===== config.mk =====
export PLATFORM = sky130hd
export DESIGN_NAME = flofifo_mc
export DESIGN_NICKNAME = d
export VERILOG_FILES = /design/src/rtl/flofifo_mc_pkg.sv /design/src/rtl/flofifo_chan.sv /design/src/rtl/flofifo_mc.sv
export VERILOG_INCLUDE_DIRS = /design/src /design/src/rtl
export SDC_FILE = /design/constraint.sdc
export NUM_CORES = 2
export LEC_CHECK = 0
export BUFFER_PORTS_ARGS = -buffer_cell sky130_fd_sc_hd__buf_2
export CAP_MARGIN = 20
export CORE_ASPECT_RATIO = 1.1
export CORE_MARGIN = 10
export CORE_UTILIZATION = 62
export DETAILED_ROUTE_END_ITERATION = 16
export PLACE_DENSITY_LB_ADDON = 0.25
export RECOVER_POWER = 100
export SYNTH_ARGS = -nofsm -noshare
export SYNTH_HDL_FRONTEND = slang
export SYNTH_SLANG_ARGS = --single-unit
export TNS_END_PERCENT = 10

===== constraint.sdc =====
create_clock -name clk -period 4.27 [get_ports clk]
set_input_delay 0.2135 -clock clk [delete_from_list [all_inputs] [get_ports clk]]
set_output_delay 0.2135 -clock clk [all_outputs]
set_load 0.02 [all_outputs]

===== src/rtl/flofifo_defs.vh =====
// flofifo shared macros: occupancy width and
// elaboration-time parameter check.
`ifndef FLOFIFO_DEFS_VH
`define FLOFIFO_DEFS_VH

`define FLOFIFO_LW(L) ($clog2(L) + 1)

`define FLOFIFO_CHECK(L, AF) \
    if ((L) < 2 || ((L) & ((L) - 1)) != 0 || \
        (AF) < 1 || (AF) > (L)) begin : g_param_err \
        $error("flofifo: illegal LENGTH or AF_LEVEL"); \
    end

`endif


===== src/rtl/flofifo_mc_pkg.sv =====
// flofifo_mc shared types, defaults and the
// sticky-flag update rule.
package flofifo_mc_pkg;

    localparam int DEF_NCHAN    = 4;
    localparam int DEF_WIDTH    = 24;
    localparam int DEF_LENGTH   = 32;
    localparam int DEF_AF_LEVEL = 28;

    typedef struct packed {
        logic ovf;
        logic udf;
    } flags_t;

    // set wins over clear on the same edge
    function automatic flags_t upd_flags(
        input flags_t f,
        input logic   clr,
        input logic   ovf_ev,
        input logic   udf_ev
    );
        flags_t n;
        n.ovf = (f.ovf & ~clr) | ovf_ev;
        n.udf = (f.udf & ~clr) | udf_ev;
        return n;
    endfunction

endpackage


===== src/rtl/flofifo_chan.sv =====
// Single-channel synchronous FIFO with registered
// read data, occupancy, flush and sticky flags.
`include "flofifo_defs.vh"

module flofifo_chan
    import flofifo_mc_pkg::*;
#(
    parameter int WIDTH    = DEF_WIDTH,
    parameter int LENGTH   = DEF_LENGTH,
    parameter int AF_LEVEL = DEF_AF_LEVEL
) (
    input  logic                         clk,
    input  logic                         rst,
    input  logic [WIDTH-1:0]             data_i,
    input  logic                         valid_i,
    input  logic                         read_i,
    input  logic                         flush_i,
    input  logic                         clear_flags_i,
    output logic [WIDTH-1:0]             data_o,
    output logic                         valid_o,
    output logic [`FLOFIFO_LW(LENGTH)-1:0] locs_o,
    output logic                         empty_o,
    output logic                         full_o,
    output logic                         almost_full_o,
    output logic                         overflow_o,
    output logic                         underflow_o
);

    localparam int LW = `FLOFIFO_LW(LENGTH);
    localparam int AW = LW - 1;

    logic [WIDTH-1:0] mem [LENGTH];
    logic [AW-1:0]    wptr;
    logic [AW-1:0]    rptr;
    logic [LW-1:0]    occ;
    flags_t           flg;

    logic empty;
    logic full;
    logic rd_ok;
    logic wr_ok;
    logic ovf_ev;
    logic udf_ev;

    assign empty  = (occ == '0);
    assign full   = (occ == LW'(LENGTH));
    assign rd_ok  = read_i && !empty;
    // at full a same-edge read frees the slot
    assign wr_ok  = valid_i && (!full || rd_ok);
    assign ovf_ev = !flush_i && valid_i && !wr_ok;
    assign udf_ev = !flush_i && read_i && empty;

    always_ff @(posedge clk) begin
        if (!rst && !flush_i && wr_ok) begin
            mem[wptr] <= data_i;
        end
    end

    always_ff @(posedge clk) begin
        if (rst) begin
            wptr    <= '0;
            rptr    <= '0;
            occ     <= '0;
            data_o  <= '0;
            valid_o <= 1'b0;
            flg     <= '0;
        end else begin
            flg <= upd_flags(flg, clear_flags_i,
                             ovf_ev, udf_ev);
            if (flush_i) begin
                wptr    <= '0;
                rptr    <= '0;
                occ     <= '0;
                valid_o <= 1'b0;
            end else begin
                valid_o <= rd_ok;
                if (rd_ok) begin
                    data_o <= mem[rptr];
                    rptr   <= rptr + AW'(1);
                end
                if (wr_ok) begin
                    wptr <= wptr + AW'(1);
                end
                occ <= occ + LW'(wr_ok) - LW'(rd_ok);
            end
        end
    end

    assign locs_o        = occ;
    assign empty_o       = empty;
    assign full_o        = full;
    assign almost_full_o = (occ >= LW'(AF_LEVEL));
    assign overflow_o    = flg.ovf;
    assign underflow_o   = flg.udf;

endmodule


===== src/rtl/flofifo_mc.sv =====
// NCHAN independent FIFOs; slices the packed buses
// and instantiates one flofifo_chan per channel.
`include "flofifo_defs.vh"

module flofifo_mc
    import flofifo_mc_pkg::*;
#(
    parameter int NCHAN    = DEF_NCHAN,
    parameter int WIDTH    = DEF_WIDTH,
    parameter int LENGTH   = DEF_LENGTH,
    parameter int AF_LEVEL = DEF_AF_LEVEL
) (
    input  logic                   clk,
    input  logic                   rst,
    input  logic [NCHAN*WIDTH-1:0] data_i,
    input  logic [NCHAN-1:0]       valid_i,
    input  logic [NCHAN-1:0]       read_i,
    input  logic [NCHAN-1:0]       flush_i,
    input  logic                   clear_flags_i,
    output logic [NCHAN*WIDTH-1:0] data_o,
    output logic [NCHAN-1:0]       valid_o,
    output logic [NCHAN*`FLOFIFO_LW(LENGTH)-1:0] locs_o,
    output logic [NCHAN-1:0]       empty_o,
    output logic [NCHAN-1:0]       full_o,
    output logic [NCHAN-1:0]       almost_full_o,
    output logic [NCHAN-1:0]       overflow_o,
    output logic [NCHAN-1:0]       underflow_o
);

    localparam int LW = `FLOFIFO_LW(LENGTH);

    `FLOFIFO_CHECK(LENGTH, AF_LEVEL)

    for (genvar c = 0; c < NCHAN; c++) begin : g_ch
        flofifo_chan #(
            .WIDTH    (WIDTH),
            .LENGTH   (LENGTH),
            .AF_LEVEL (AF_LEVEL)
        ) u_chan (
            .clk           (clk),
            .rst           (rst),
            .data_i        (data_i[c*WIDTH +: WIDTH]),
            .valid_i       (valid_i[c]),
            .read_i        (read_i[c]),
            .flush_i       (flush_i[c]),
            .clear_flags_i (clear_flags_i),
            .data_o        (data_o[c*WIDTH +: WIDTH]),
            .valid_o       (valid_o[c]),
            .locs_o        (locs_o[c*LW +: LW]),
            .empty_o       (empty_o[c]),
            .full_o        (full_o[c]),
            .almost_full_o (almost_full_o[c]),
            .overflow_o    (overflow_o[c]),
            .underflow_o   (underflow_o[c])
        );
    end

endmodule

# [After elaboration in Yosys (flattened, before gate mapping)]
# Memories as Yosys holds them, arrays and structs flattened. A register that Yosys moved wholly into a read port is not among the register bits.
# Cells that the tools add are included.
[word_totals] regBits=76 elab_cells=146 mem_count=4 output_inout_bits=144 mem_bits_rw=3072
[mem_list] name="g_ch[0].u_chan.mem" words=32 width=24 read_ports=1 rd_clocked_by_memory_dff=1 write_ports=1 line_no="flofifo_chan.sv:32" rtl="logic [WIDTH-1:0] mem [LENGTH];"
[mem_list] name="g_ch[1].u_chan.mem" words=32 width=24 read_ports=1 rd_clocked_by_memory_dff=1 write_ports=1 line_no="flofifo_chan.sv:32"
[mem_list] name="g_ch[2].u_chan.mem" words=32 width=24 read_ports=1 rd_clocked_by_memory_dff=1 write_ports=1 line_no="flofifo_chan.sv:32"
[mem_list] name="g_ch[3].u_chan.mem" words=32 width=24 read_ports=1 rd_clocked_by_memory_dff=1 write_ports=1 line_no="flofifo_chan.sv:32"
[classes] n_eq_ne=4 order_cmp=4 n_bitwise=21 n_reduce_logical=65 n_mux=8 addsub=16
[ops] op="5-bit by 1-bit adder with 5-bit output (second input constant)" n=8
[ops] op="1-bit logical AND" n=32
[ops] op="6-bit by 1-bit adder with 6-bit output" n=4
[ops] op="6-bit == test (second input constant)" n=4
[ops] op="6-bit by 5-bit greater-or-equal comparator with 1-bit output (second input constant)" n=4
[ops] op="6-bit zero test" n=4
[ops] op="6-bit by 1-bit subtractor with 6-bit output" n=4
[ops] op="1-bit zero test" n=17
[ops] op="1-bit AND" n=8
[ops] op="1-bit two-way mux" n=8
[ops] op="1-bit OR" n=8
[ops] op="2-bit AND reduction" n=4
[ops] op="2-bit OR reduction" n=4
[ops] op="1-bit NOT" n=5
[ops] op="1-bit logical OR" n=4

# [Logic depth before layout (Yosys ltp)]
[depth] depth_word=8 mapped_depth=14 mapped_depth_nobuf=14

# [Hierarchy]
# From an unflattened synthesis, not the netlist that was laid out.
[unflattened] hier_cells=5904 hier_area_um2=123820.0
[by_module_without_submodules] mod="flofifo_chan at g_ch[0].u_chan ..." seq_area_each_um2=23922.9 cells_each=1476 instances=3 area_each_um2=30927.2
[by_module_without_submodules] mod="flofifo_chan at g_ch[3].u_chan" seq_area_each_um2=23922.9 cells_each=1476 instances=1 area_each_um2=31038.5

# [Least setup slack after synthesis]
# Ideal clock, no wire load.
[synth_timing] kind="flip-flop to flip-flop" startpoint="reg g_ch[2].u_chan.occ[4]" endpoint="mem g_ch[2].u_chan.mem[31][0] (netlist name) (enable)" required_time_ns=3.835 stages_incl_launch_ff=7 path_slack_ns=0.659 arrival_time_ns=3.176 synth_period_minus_slack_ns=3.611 cell_sequence="dfxtp_1 -> inv_1 -> ha_1 -> nand2b_1 -> a21boi_1 -> nand2_1 -> nor3_1"
[synth_between] elab_chain_cells=8 word_cells_on_any_way=10 classes_between="eq/ne: 1; mux: 2; reduce/logical: 7"
[synth_rtl] item="start, declared" line_no="flofifo_chan.sv:35" rtl="logic [LW-1:0] occ;"
[synth_rtl] item="start signal, assigned" line_no="flofifo_chan.sv:84" rtl="occ <= occ + LW'(wr_ok) - LW'(rd_ok);"
[synth_rtl] item="6-bit zero test" line_no="flofifo_chan.sv:45" rtl="assign empty = (occ == '0);"
[synth_rtl] item="1-bit zero test" line_no="flofifo_chan.sv:47" rtl="assign rd_ok = read_i && !empty;"
[synth_rtl] item="1-bit logical AND" line_no="flofifo_chan.sv:47"
[synth_rtl] item="1-bit logical OR *" line_no="flofifo_chan.sv:49" rtl="assign wr_ok = valid_i && (!full || rd_ok);"
[synth_rtl] item="1-bit logical AND *" line_no="flofifo_chan.sv:49"
[synth_rtl] item="1-bit logical AND *" line_no="flofifo_chan.sv:54" rtl="if (!rst && !flush_i && wr_ok) begin"
[synth_rtl] item="1-bit two-way mux *" line_no="flofifo_chan.sv:54"
[synth_rtl] item="1-bit two-way mux (implied by the code) *" line_no="flofifo_chan.sv:55" rtl="mem[wptr] <= data_i;"
[synth_rtl] item="end, declared" line_no="flofifo_chan.sv:32"
# Mark *: on every way between the ends. The rest lies on a longest branch, timed or not.

# [Final worst setup path]
[layout_timing] startpoint="reg g_ch[1].u_chan.occ[2]" endpoint="mem g_ch[1].u_chan.mem[22][4] (netlist name) (enable)"
[layout_between] elab_chain_cells=8 word_cells_on_any_way=10 classes_between="eq/ne: 1; mux: 2; reduce/logical: 7"
[layout_rtl] item="start, declared" line_no="flofifo_chan.sv:35"
[layout_rtl] item="start signal, assigned" line_no="flofifo_chan.sv:84"
[layout_rtl] item="6-bit zero test" line_no="flofifo_chan.sv:45"
[layout_rtl] item="1-bit zero test" line_no="flofifo_chan.sv:47"
[layout_rtl] item="1-bit logical AND" line_no="flofifo_chan.sv:47"
[layout_rtl] item="1-bit logical OR *" line_no="flofifo_chan.sv:49"
[layout_rtl] item="1-bit logical AND *" line_no="flofifo_chan.sv:49"
[layout_rtl] item="1-bit logical AND *" line_no="flofifo_chan.sv:54"
[layout_rtl] item="1-bit two-way mux *" line_no="flofifo_chan.sv:54"
[layout_rtl] item="1-bit two-way mux (implied by the code) *" line_no="flofifo_chan.sv:55"
[layout_rtl] item="end, declared" line_no="flofifo_chan.sv:32"
# Marked as above.

==> flow_metrics.py <==
metrics = {
    "worst_setup_path": {
        "crit_slowest_cell": "clkbuf_1",
        "crit_family": "buffers and inverters",
        "worstPathCellList": "inv_1, ha_1, nor4bb_1, a21oi_1, nand2_1, nor2_2, clkbuf_1",
        "crit_fanout": 24,
        "required_ns": 4.77,
        "arrival_ns": 4.20,
        "end_kind": "flip-flop",
        "cp_slowest_stage_delay_ns": 1.48,
        "cp-start-kind": "flip-flop",
        "criticalPathCategory": "reg2reg",
        "worst-path-buf-inv": 2,
    },
    "sta": {
        "setup-tns-final_ns": 0,
        "post-route-period-util_pct": 86.59,
        "rsz0062_at_grt": "false",
        "slew_headroom_pct": -39.83,
        "setup_viol_count_final": 0,
        "tightestPinTransition_ns": 2.097,
        "fin_skew_ns": 0.05056,
        "clock.fmax_ghz": 0.2705,
        "fin_crit_ns": 3.697,
        "maxSlewViolCount": 3782,
        "finalHoldViolCount": 0,
    },
    "synthesis": {
        "syn-mean-instance-area_sq_um": 20.97,
        "yosys_most_used_dff": "edfxtp_1",
        "yosysWarnings": 0,
        "synth_area_sq_um": 124100,
        "synth_nets": 6097,
        "async_flop_share_pct": 0,
        "synth_cell_types": 43,
        "ys_seq_area_share_pct": 77.08,
        "synthCells": 5919,
        "ys_ff_latch": 3244,
        "synth_edf_count": 3072,
    },
    "clocking": {
        "clock-sinks": 3244,
        "htreeDepth": 5,
        "clk_path_buf_depth": 4,
        "numCtsBuffers": 325,
        "cts_resized": 0,
        "cts_root_buffer": "clkbuf_16",
        "clk_pin_slew_ns": 0.06,
        "cts_tree": "built",
        "clock_latency_ns": 0.95,
    },
    "route": {
        "avgRoutedWirePerCell_um": 31.78,
        "num_vias": 62494,
        "firstDrtPassIters": 5,
        "first_iter_violations": 7905,
        "routed_via_density": 6.695,
        "wirelength_um": 296700,
        "drcViolationCount": 0,
        "antenna_left": 0,
    },
    "layout": {
        "syn2layout_area_growth_pct": 12.71,
        "instances_no_fill": 9334,
        "final_common_cell": "edfxtp_1",
        "fin_nets": 6657,
        "postLayoutCoreUtil_pct": 70.14,
        "final_cell_mix": "3072 x edfxtp_1, 576 x mux4_2, 404 x mux2i_1",
        "drive_gt1_share_pct": 20.95,
    },
    "run_status": {
        "failed_checks": "capacitance limit, slew limit",
        "status": "complete, but fails checks",
    },
    "global_routing": {
        "grt_max_degree": 88,
        "grt_pass1_vias": 63396,
        "grt_first_pass_wirelength_um": 438100,
        "antenna_found_initial": 12,
        "overflow": 0,
        "grt_use_total_pct": 27.23,
    },
    "floorplan": {
        "fp.dieH_um": 489.3,
        "row_count": 172,
        "start_util_pct": 62.23,
        "ioPinCount": 255,
        "die_width_um": 446.7,
        "dieArea_sq_um": 218600,
        "core-area_sq_um": 199500,
    },
    "power_and_ir_drop": {
        "p_leak_uw": 0.04293,
        "peakVddDrop_mv": 0.5418,
        "power_density_nw_per_um2": 508.1,
        "total_power_uw": 71090,
    },
    "place": {
        "io_buffers": 254,
        "hpwl_um": 176100,
        "gp_congestion": 0.8343,
        "dp_cells": 8641,
    },
    "flow_run": {
        "maxCapViolations": 134,
    },
    "hold_path": {
        "hp-class": "in2reg",
    },
}
[power breakdown]
| group | switching [uW] | leakage [uW] | internal [uW] |
|---|---|---|---|
| clock | 11500 | 0.00501 | 16200 |
| sequential | 435 | 0.0290 | 35200 |
| combinational | 4530 | 0.00890 | 3280 |
| total | 16400 | 0.0429 | 54700 |
[per-stage QoR]
| step | area (sq um) | setup WS (ns) | hold slack, ns |
|---|---|---|---|
| CTS | 140900 | 1.004 | 0.006440 |
| global placement | 129400 | 1.058 | 0.4459 |
| floorplan | 124100 | 0.6592 | 0.3124 |
| detailed placement | 129400 | 0.9415 | 0.4597 |
| global route | 139900 | 0.4601 | 0.04604 |
| finish | 139900 | 0.5726 | 0.02713 |
[metal layers]
layer	wire length (um)	GRT usage (%)	vias to the layer above	part of all wire [%]
li1	-	-	25844	-
met3	28680	5.382	561	9.7
met5	55	0	-	0.019
met4	11980	9.888	8	4.0
met2	145200	43.52	3570	49
met1	110800	37.91	32511	37
[timing repair]
action / CTS / global route
hold buffers: 120 / 0
buffers inserted: 0 / 0
hold endpoints to repair: 3148 / 0
[worst register-to-register path, cell delays in order, from the launching register on]
cell and delay, ns:
dfxtp_1 0.39, inv_1 0.10, ha_1 0.22, nor4bb_1 0.19, a21oi_1 0.34, nand2_1 0.34, nor2_2 0.18, clkbuf_1 1.48
[cell usage after synthesis, types with 6 or more instances]
library cell / number / share of area, %
a32o_1: 6 / 0.048
buf_1: 23 / 0.070
or3_1: 8 / 0.040
nand2_1: 61 / 0.18
a2111oi_2: 87 / 1.1
o221ai_1: 94 / 0.66
clkbuf_1: 151 / 0.46
xnor2_1: 16 / 0.11
xor2_1: 28 / 0.20
nand3b_1: 20 / 0.12
inv_1: 45 / 0.14
nand3_1: 12 / 0.048
nor2_1: 210 / 0.63
mux2i_1: 404 / 3.3
buf_2: 103 / 0.42
nor3_1: 9 / 0.036
or3b_2: 7 / 0.049
o22ai_1: 94 / 0.47
nor2b_1: 9 / 0.045
a21oi_1: 210 / 0.85
o21bai_1: 6 / 0.036
a22oi_1: 92 / 0.56
ha_1: 63 / 0.63
and2_1: 6 / 0.030
dfxtp_1: 172 / 2.8
buf_4: 57 / 0.34
buf_6: 28 / 0.25
o21ai_0: 12 / 0.048
a22o_1: 184 / 1.3
mux4_2: 576 / 10
edfxtp_1: 3072 / 74
nand4_1: 16 / 0.081
[logic make-up (layout without fill, tap and decap cells)]
| family | after synthesis | in the layout | synth area share [%] |
|---|---|---|---|
| other cells | 0 | 3 | 0 |
| xor+xnor | 44 | 44 | 0.3104 |
| fa+ha+maj | 67 | 67 | 0.6995 |
| simple gates | 375 | 375 | 1.389 |
| compound gates | 802 | 802 | 5.138 |
| mux | 980 | 980 | 13.71 |
| buf+inv | 407 | 1209 | 1.676 |
| flops | 3244 | 3244 | 77.08 |
[worst paths after layout]
| kind | endpoint | cells after the start | start | slack, ns |
|---|---|---|---|---|
| setup / recovery | g_ch[1].u_chan.mem[22][4] | 7 | g_ch[1].u_chan.locs_o[2] | 0.57 |
| setup reg to reg | g_ch[1].u_chan.mem[22][4] | 7 | g_ch[1].u_chan.locs_o[2] | 0.57 |
| hold / removal | g_ch[1].u_chan.locs_o[5] | 4 | rst | 0.03 |
| hold reg to reg | g_ch[0].u_chan.data_o[11] | 1 | g_ch[0].u_chan.data_o[11] | 0.48 |
[flip-flops by register name, indices dropped and copies added (netlist names)]
| name | count |
|---|---|
| g_ch.u_chan.data_o | 96 |
| g_ch.u_chan.locs_o | 24 |
| g_ch.u_chan.mem | 3072 |
| g_ch.u_chan.overflow_o | 4 |
| g_ch.u_chan.rptr | 20 |
| g_ch.u_chan.underflow_o | 4 |
| g_ch.u_chan.valid_o | 4 |
| g_ch.u_chan.wptr | 20 |
[layout make-up]
cell class                 instances  area, sq um
sequential                      3244        95730
fill                           11910        59580
multi-input combinational       2268        26670
clock buffer                     433         8966
timing repair buffer             595         3786
tap                             2610         3266
clock inverter                   136         1321
inverter                          45        168.9
antenna                            3        7.507
Note: power is estimated with default switching activity, not from simulation.
